===== src/rtl/blit_pkg.sv =====
// Shared types and defaults for the sprite blitter and its offset counter.
package blit_pkg;

    typedef enum logic [1:0] {
        IDLE = 2'd0,
        DRAW = 2'd1,
        DONE = 2'd2
    } blit_state_t;

    localparam int unsigned SCREEN_W_DEF = 160;
    localparam int unsigned SCREEN_H_DEF = 120;
    localparam int unsigned X_W_DEF      = 8;
    localparam int unsigned Y_W_DEF      = 7;
    localparam int unsigned COLOR_W_DEF  = 6;
    localparam int unsigned SPR_DIM_DEF  = 16;

    // Counter width for a dimension of n pixels; never narrower than one bit.
    function automatic int unsigned cnt_width(input int unsigned n);
        return (n > 1) ? $clog2(n) : 1;
    endfunction

endpackage


===== src/rtl/sprite_offset_counter.sv =====
// Raster-order (cx, cy) offset counter over an SPR_W x SPR_H rectangle.
module sprite_offset_counter
    import blit_pkg::*;
#(
    parameter int unsigned SPR_W = SPR_DIM_DEF,
    parameter int unsigned SPR_H = SPR_DIM_DEF,
    parameter int unsigned CX_W  = cnt_width(SPR_W),
    parameter int unsigned CY_W  = cnt_width(SPR_H)
) (
    input  logic            clock,
    input  logic            reset,
    input  logic            clear,
    input  logic            enable,
    output logic [CX_W-1:0] cx,
    output logic [CY_W-1:0] cy,
    output logic            last
);

    localparam logic [CX_W-1:0] CX_MAX = CX_W'(SPR_W - 1);
    localparam logic [CY_W-1:0] CY_MAX = CY_W'(SPR_H - 1);

    logic cx_wrap;
    logic cy_wrap;

    assign cx_wrap = (cx == CX_MAX);
    assign cy_wrap = (cy == CY_MAX);
    assign last    = cx_wrap && cy_wrap;

    // cx steps every enabled cycle; cy steps when cx wraps.
    always_ff @(posedge clock) begin
        if (reset || clear) begin
            cx <= '0;
            cy <= '0;
        end else if (enable) begin
            if (cx_wrap) begin
                cx <= '0;
                cy <= cy_wrap ? '0 : cy + CY_W'(1);
            end else begin
                cx <= cx + CX_W'(1);
            end
        end
    end

endmodule


===== src/rtl/sprite_blitter.sv =====
// Sprite blitter: walks an SPR_W x SPR_H rectangle from a latched origin, one pixel per cycle.
// Define BLIT_CLIP_EN to suppress plot for pixels beyond SCREEN_W/SCREEN_H.
module sprite_blitter
    import blit_pkg::*;
#(
    parameter int unsigned SPR_W    = SPR_DIM_DEF,
    parameter int unsigned SPR_H    = SPR_DIM_DEF,
    parameter int unsigned COLOR_W  = COLOR_W_DEF,
    parameter int unsigned X_W      = X_W_DEF,
    parameter int unsigned Y_W      = Y_W_DEF,
    parameter int unsigned SCREEN_W = SCREEN_W_DEF,
    parameter int unsigned SCREEN_H = SCREEN_H_DEF
) (
    input  logic               clock,
    input  logic               reset,
    input  logic               start,
    input  logic [X_W-1:0]     x0,
    input  logic [Y_W-1:0]     y0,
    input  logic [COLOR_W-1:0] color_in,
    input  logic               undraw,
    output logic               busy,
    output logic               done,
    output logic               plot,
    output logic [X_W-1:0]     x_out,
    output logic [Y_W-1:0]     y_out,
    output logic [COLOR_W-1:0] color_out
);

    localparam int unsigned CX_W = cnt_width(SPR_W);
    localparam int unsigned CY_W = cnt_width(SPR_H);
    localparam int unsigned XS_W = X_W + 1;
    localparam int unsigned YS_W = Y_W + 1;

`ifdef BLIT_CLIP_EN
    localparam bit CLIP_EN = 1'b1;
`else
    localparam bit CLIP_EN = 1'b0;
`endif

    blit_state_t state;
    blit_state_t next_state;

    logic [X_W-1:0]     xl;
    logic [Y_W-1:0]     yl;
    logic [COLOR_W-1:0] color_l;
    logic               undraw_l;

    logic [CX_W-1:0] cx;
    logic [CY_W-1:0] cy;
    logic            last;

    logic latch_en;
    logic cnt_clear;
    logic cnt_en;
    logic pix_en;
    logic busy_d;
    logic done_d;
    logic plot_d;

    logic [XS_W-1:0] x_sum;
    logic [YS_W-1:0] y_sum;
    logic            off_screen;

    sprite_offset_counter #(
        .SPR_W (SPR_W),
        .SPR_H (SPR_H),
        .CX_W  (CX_W),
        .CY_W  (CY_W)
    ) u_offset (
        .clock  (clock),
        .reset  (reset),
        .clear  (cnt_clear),
        .enable (cnt_en),
        .cx     (cx),
        .cy     (cy),
        .last   (last)
    );

    // One extra bit on the sums so the clip compare sees true off-screen overflow.
    assign x_sum      = {1'b0, xl} + XS_W'(cx);
    assign y_sum      = {1'b0, yl} + YS_W'(cy);
    assign off_screen = (x_sum >= XS_W'(SCREEN_W)) || (y_sum >= YS_W'(SCREEN_H));

    always_ff @(posedge clock) begin
        if (reset) begin
            state <= IDLE;
        end else begin
            state <= next_state;
        end
    end

    // done is still high in the first IDLE cycle, which keeps a start there from being taken.
    always_comb begin
        next_state = state;
        latch_en   = 1'b0;
        cnt_clear  = 1'b0;
        cnt_en     = 1'b0;
        pix_en     = 1'b0;
        busy_d     = 1'b0;
        done_d     = 1'b0;
        plot_d     = 1'b0;
        case (state)
            IDLE: begin
                if (start && !done) begin
                    latch_en   = 1'b1;
                    cnt_clear  = 1'b1;
                    next_state = DRAW;
                end
            end
            DRAW: begin
                cnt_en = 1'b1;
                pix_en = 1'b1;
                busy_d = 1'b1;
                plot_d = !(CLIP_EN && off_screen);
                if (last) begin
                    next_state = DONE;
                end
            end
            DONE: begin
                busy_d     = 1'b1;
                done_d     = 1'b1;
                next_state = IDLE;
            end
            default: begin
                next_state = IDLE;
            end
        endcase
    end

    always_ff @(posedge clock) begin
        if (reset) begin
            xl       <= '0;
            yl       <= '0;
            color_l  <= '0;
            undraw_l <= 1'b0;
        end else if (latch_en) begin
            xl       <= x0;
            yl       <= y0;
            color_l  <= color_in;
            undraw_l <= undraw;
        end
    end

    // Pixel bus is zeroed outside DRAW so idle cycles carry no stale address.
    always_ff @(posedge clock) begin
        if (reset) begin
            busy      <= 1'b0;
            done      <= 1'b0;
            plot      <= 1'b0;
            x_out     <= '0;
            y_out     <= '0;
            color_out <= '0;
        end else begin
            busy <= busy_d;
            done <= done_d;
            plot <= plot_d;
            if (pix_en) begin
                x_out     <= x_sum[X_W-1:0];
                y_out     <= y_sum[Y_W-1:0];
                color_out <= undraw_l ? '0 : color_l;
            end else begin
                x_out     <= '0;
                y_out     <= '0;
                color_out <= '0;
            end
        end
    end

endmodule

===== config.mk =====
export PLATFORM = sky130hd
export DESIGN_NAME = sprite_blitter
export DESIGN_NICKNAME = d
export VERILOG_FILES = /design/src/rtl/blit_pkg.sv /design/src/rtl/sprite_offset_counter.sv /design/src/rtl/sprite_blitter.sv
export SDC_FILE = /design/constraint.sdc
export NUM_CORES = 1
export LEC_CHECK = 0
export CAP_MARGIN = 20
export CORE_UTILIZATION = 45
export DETAILED_ROUTE_END_ITERATION = 8
export PLACE_DENSITY = 0.81
export SETUP_SLACK_MARGIN = 0.02
export SKIP_LAST_GASP = 1
export SLEW_MARGIN = 20
export SYNTH_ARGS = -nofsm -noshare
export SYNTH_HDL_FRONTEND = slang
export SYNTH_SLANG_ARGS = --single-unit

===== constraint.sdc =====
create_clock -name clock -period 1.6 [get_ports clock]
set_input_delay 0.16 -clock clock [delete_from_list [all_inputs] [get_ports clock]]
set_output_delay 0.16 -clock clock [all_outputs]
set_load 0.02 [all_outputs]

# Word-level counts from Yosys, hierarchy flattened
# Index checks and enable logic that the tools add are counted.
totals:
  register_bits: 56
  inputBits: 25
  output_inout_bits: 24
  elab_cells: 44
op_classes:
  eq_ne: 6
  n_mux: 10
  bitwise_logic: 1
  addsub: 4
  reduce_logical: 10
ops:
  columns: ["operator", "n"]
  rows:
  - ["$add A4 B1 Y4 const B", 2]
  - ["$add A8 B4 Y8", 1]
  - ["$eq A4 B4 Y1 const B", 2]
  - ["$mux W4", 2]
  - ["$add A7 B4 Y7", 1]
  - ["$mux W1", 5]
  - ["$mux W2", 2]
  - ["$ne A2 B2 Y1 const B", 2]
  - ["$pmux W2 S2", 1]
  - ["$reduce_and A2 Y1", 2]
  - ["$reduce_or A2 Y1", 2]
  - ["$reduce_or A3 Y1", 1]
  - ["$eq A2 B1 Y1 const B", 1]
  - ["$eq A2 B2 Y1 const B", 1]
  - ["$logic_and A1 B1 Y1", 2]
  - ["$logic_not A2 Y1", 1]
  - ["$logic_not A1 Y1", 1]
  - ["$logic_or A1 B1 Y1", 1]
  - ["$not A1 Y1", 1]

# Logic depth before layout (Yosys ltp)
logic_depth:
  depth_word: 5
  depth_mapped: 8
  mapped_depth_nobuf: 7

# By module
# From an unflattened synthesis, not the netlist that was laid out.
unflattened:
  cells_unflattened: 259
  area_unflattened_um2: 2429.8
by_module_without_submodules:
  columns: ["module", "n_inst", "area_per_inst_um2", "cells_each", "seq_area_each_um2"]
  rows:
  - ["sprite_blitter", 1, 2049.5, 217, 960.9]
  - ["sprite_offset_counter", 1, 380.4, 42, 160.2]

# Least setup slack after synthesis
# OpenSTA, ideal clock, no wires.
synth_path:
  path_type: "register -> register"
  from: "register u_offset.cy[0]"
  to: "register y_out[4]"
  arrival_ps: 1454
  t_required_ps: 1522
  n_path_buf: 0
  path_slack_ps: 68
  path_stages_with_launch: 8
  period_less_slack_ps: 1532
  setup_time_ps: 78
  cell_sequence: "dfxtp_1 -> ha_1 -> inv_1 -> fa_1 -> nor2b_1 -> o21a_1 -> nor3_1 -> nor3_1"
synth_between:
  elab_chain_cells: 1
synth_rtl:
  columns: ["element", "line", "rtl"]
  rows:
  - ["start, declared", "sprite_offset_counter.sv:15", "output logic [CY_W-1:0] cy,"]
  - ["start signal, assigned", "sprite_offset_counter.sv:37", "cy <= cy_wrap ? '0 : cy + CY_W'(1);"]
  - ["$add A7 B4 Y7", "sprite_blitter.sv:81", "assign y_sum = {1'b0, yl} + YS_W'(cy);"]
  - ["end signal, assigned", "sprite_blitter.sv:159", "y_out <= y_sum[Y_W-1:0];"]
  - ["end, declared", "sprite_blitter.sv:25", "output logic [Y_W-1:0] y_out,"]
# Every way passes these cells.
# A chain may end at the register's enable or synchronous reset.

# Worst setup path in the final report
layout_path:
  from: "register xl[1]"
  to: "register x_out[7]"
layout_between:
  elab_chain_cells: 1
layout_rtl:
  columns: ["element", "line", "rtl"]
  rows:
  - ["start, declared", "sprite_blitter.sv:43", "logic [X_W-1:0] xl;"]
  - ["start signal, assigned", "sprite_blitter.sv:132", "xl <= '0;"]
  - ["start signal, assigned", "sprite_blitter.sv:137", "xl <= x0;"]
  - ["$add A8 B4 Y8", "sprite_blitter.sv:80", "assign x_sum = {1'b0, xl} + XS_W'(cx);"]
  - ["end signal, assigned", "sprite_blitter.sv:158", "x_out <= x_sum[X_W-1:0];"]
  - ["end, declared", "sprite_blitter.sv:24", "output logic [X_W-1:0] x_out,"]
# Every way passes these cells.

==> metrics.md <==
| Metric | Value |
|---|---|
| Max H-tree Level | `2` |
| Initial DRT Pass Iterations | `4` |
| Endpoints failing hold | `0` |
| Post-synth cell types | `33` |
| Crit Path Class | `reg2reg` |
| Register bit total from synthesis | `56` |
| Core area | `4817 µm²` |
| Clk_skew | `around 0.012 ns` |
| IO Port Bufs | `48` |
| DR vias | `1,894` |
| Final cell count without fillers | `381` |
| FFs w/ async S/R, synth | `0` |
| 1st-iter DRT viols | `107` |
| Largest area contributor in the synthesized netlist | `dfxtp_1` |
| Io pins | `49` |
| Area grow syn2layout | `33.53%` |
| Post-synth top area share | `0.4862` |
| Area contributors post-synth | `dfxtp_1 (49%), nand2_1 (8.0%), ha_1 (7.1%)` |
| Synth Cell Area | `about 2300 µm²` |
| R2r setup slk | `0.09 ns` |
| Wire per inst | `between 10 and 15 µm` |
| Die H | `73.59 µm` |
| Worst Path Required | `~1.9 ns` |
| Worst setup startpoint | `xl[1]` |
| Most frequent cells in the layout | `dfxtp_1 (50), nand2_1 (49), clkdlybuf4s50_1 (48), a21oi_1 (30), buf_4 (14)` |
| Sequential fraction of the synthesis area | `0.4862` |
| First-pass GRT wire length | `8.086 mm` |
| DRC Markers | `0` |
| WHS | `0.3779 ns` |
| DP HPWL | `3.539 mm` |
| Ys Warns | `0` |
| Num rows | `25` |
| Worst EP arrival | `1.76 ns` |
| Remaining Overflow, GRT | `0` |
| Fin. max-slew vios | `0` |
| Clock transition at path regs | `~0.11 ns` |
| CTS tree | `yes` |
| Cells after synthesis | `255` |
| Commonest non-fill, non-tap cell in the layout | `dfxtp_1` |
| Fillers | `about 420` |
| Final setup fails | `0` |
| DIE WIDTH | `73.59 µm` |
| Path depth of the worst reg2reg path | `5` |
| Mean Syn Cell Area | `9.043 µm²` |
| Hold buffer count at cts | `0` |
| WL final | `4.954 mm` |
| Tot Pwr | `2.599 mW` |
| Initial antenna violation count | `0` |
| HP Class | `in2reg` |
| Clk_lat worst skew | `0.32 ns` |
| Worst setup path endpoint | `x_out[7]` |
| Root Driver | `clkbuf_8` |
| Crit Reg-Reg Startpoint | `xl[1]` |
| CP Max Fanout | `4` |
| Placed Cells | `372` |
| Vias/cell | `4.971` |
| Area of the multi-input gates | `1141 µm²` |
| CP startpoint kind | `register` |
| Antenna fix cells | `0` |
| Tmin final | `1.514 ns` |
| Synth Flop Type | `dfxtp_1` |
| Vias in the first global route | `between 1,500 and 2,000` |
| TritonCTS Buffers | `5` |
| Maximum vdd drop | `0.0005664 V` |
| Status | `completed` |
| Pin count of the biggest net entering global routing | `23` |
| # clock sinks | `56` |
| GRT Util Overall | `0.1945` |
| Max Cap Viol | `0` |
| PwrDens | `844.1 nW/µm²` |
| Utilization after layout | `0.6392` |
| Routability cong. | `just under 0.9` |
| Setup TNS | `0 ns` |
| F_max | `0.6606 GHz` |
| Clock Path Buffers | `2` |
| Final ANT Viol Nets | `0` |
| Reg area | `1129 µm²` |
| Reg2reg end | `x_out[7]` |
| Final period utilization | `0.9461` |
| Max transition margin | `0.6836` |
| Net count after synthesis | `between 200 and 300` |
| Slew @ Worst Pin | `around 0.47 ns` |
| Die Area | `approximately 5400 µm²` |
| Fraction of layout cells with a size suffix above 1 | `0.1338` |
| Pleak | `1.231 nW` |
| Initial Util | `0.4787` |
| CP endpoint kind | `register` |
| Layout Nets | `353` |
| EDFF count, synth | `0` |
| RSZ-0062 raised after global routing | `true` |
-- cells by family (layout without fill, tap and decap cells) --
logic type,count (synthesis),after routing,synth area share
buffers and inverters,23,82,0.04612
adder cells (fa/ha/maj),15,15,0.08790
XOR/XNOR,8,8,0.03039
AO/OA/AOI/OAI,55,55,0.1460
flip-flops,56,56,0.4862
AND/OR/NAND/NOR,97,97,0.1991
multiplexers,1,1,0.004341
-- where the power goes --
group / internal, mW / switching, mW
clock: 0.323 / 0.492
combinational: 0.152 / 0.155
sequential: 1.44 / 0.0320
total: 1.92 / 0.679
-- sequential cells by signal, indices dropped and copies added, names as in the netlist, 2 cells and up --
name         flops
color_out        6
u_offset.cx      4
y_out            7
u_offset.cy      4
yl               7
x_out            8
color_l          6
state            2
xl               8
-- per-stage QoR --
step	instance area [µm²]	worst slack, ns
after floorplan	2306	0.06844
after global placement	2907	0.04822
after detailed placement	2907	-0.01589
after CTS	3010	0.003771
after global routing	3079	-0.001786
final	3079	0.08629
-- routing by layer --
metal	wire (µm)	track usage	part of all wire	vias to the layer above
li1	-	-	-	966
met1	2157	0.2383	0.44	871
met3	198	0.03704	0.040	8
met5	0	0	0	-
met2	2521	0.3435	0.51	49
met4	77	0.05983	0.016	0
-- synth_stat cells, drive strengths merged (2+ instances only) --
cell type  instances
a21oi             31
o21ai              4
inv               12
nand3              4
nor2b              6
xor2               7
fa                 2
o31ai              2
and2               8
a211oi             5
buf                6
nand3b             2
nor3               7
nand4              3
o211a              2
nor2              12
dfxtp             56
or3                2
o21a               5
clkbuf             5
ha                13
a21o               5
nand2             49
-- timing repair --
item / in CTS / in global routing
cloned: 0 / 0
endpoints found under the setup margin: 4 / 7
resized for setup: 3 / 16
pin swaps: 0 / 3
setup buffers: 0 / 1
-- how the worst min path moves through the flow --
stage	startpoint	depth (start not counted)	slack, ns	to
floorplan	color_in[0]	2	0.30	color_l[0]
global placement	color_l[4]	1	0.43	color_out[4]
detailed placement	color_l[1]	2	0.44	color_l[1]
CTS	color_in[1]	3	0.38	color_l[1]
global route	x0[3]	3	0.40	xl[3]
finish	color_in[1]	3	0.38	color_l[1]
-- worst max-delay path: stages (launching register included) --
cell and delay (ns):
dfxtp_1 0.35, ha_1 0.32, a211o_1 0.34, a21oi_2 0.19
o21ai_0 0.12, a21oi_1 0.14
-- layout make-up --
cell class                      count  share of cell area
Tap cell                           67             0.02722
Sequential cell                    56              0.3665
Timing Repair Buffer               62              0.1902
Inverter                           12             0.01463
Clock inverter                      3            0.008533
Clock buffer                        5             0.02235
Multi-Input combinational cell    176              0.3706
No activity file was read; power rests on OpenSTA's default activity.
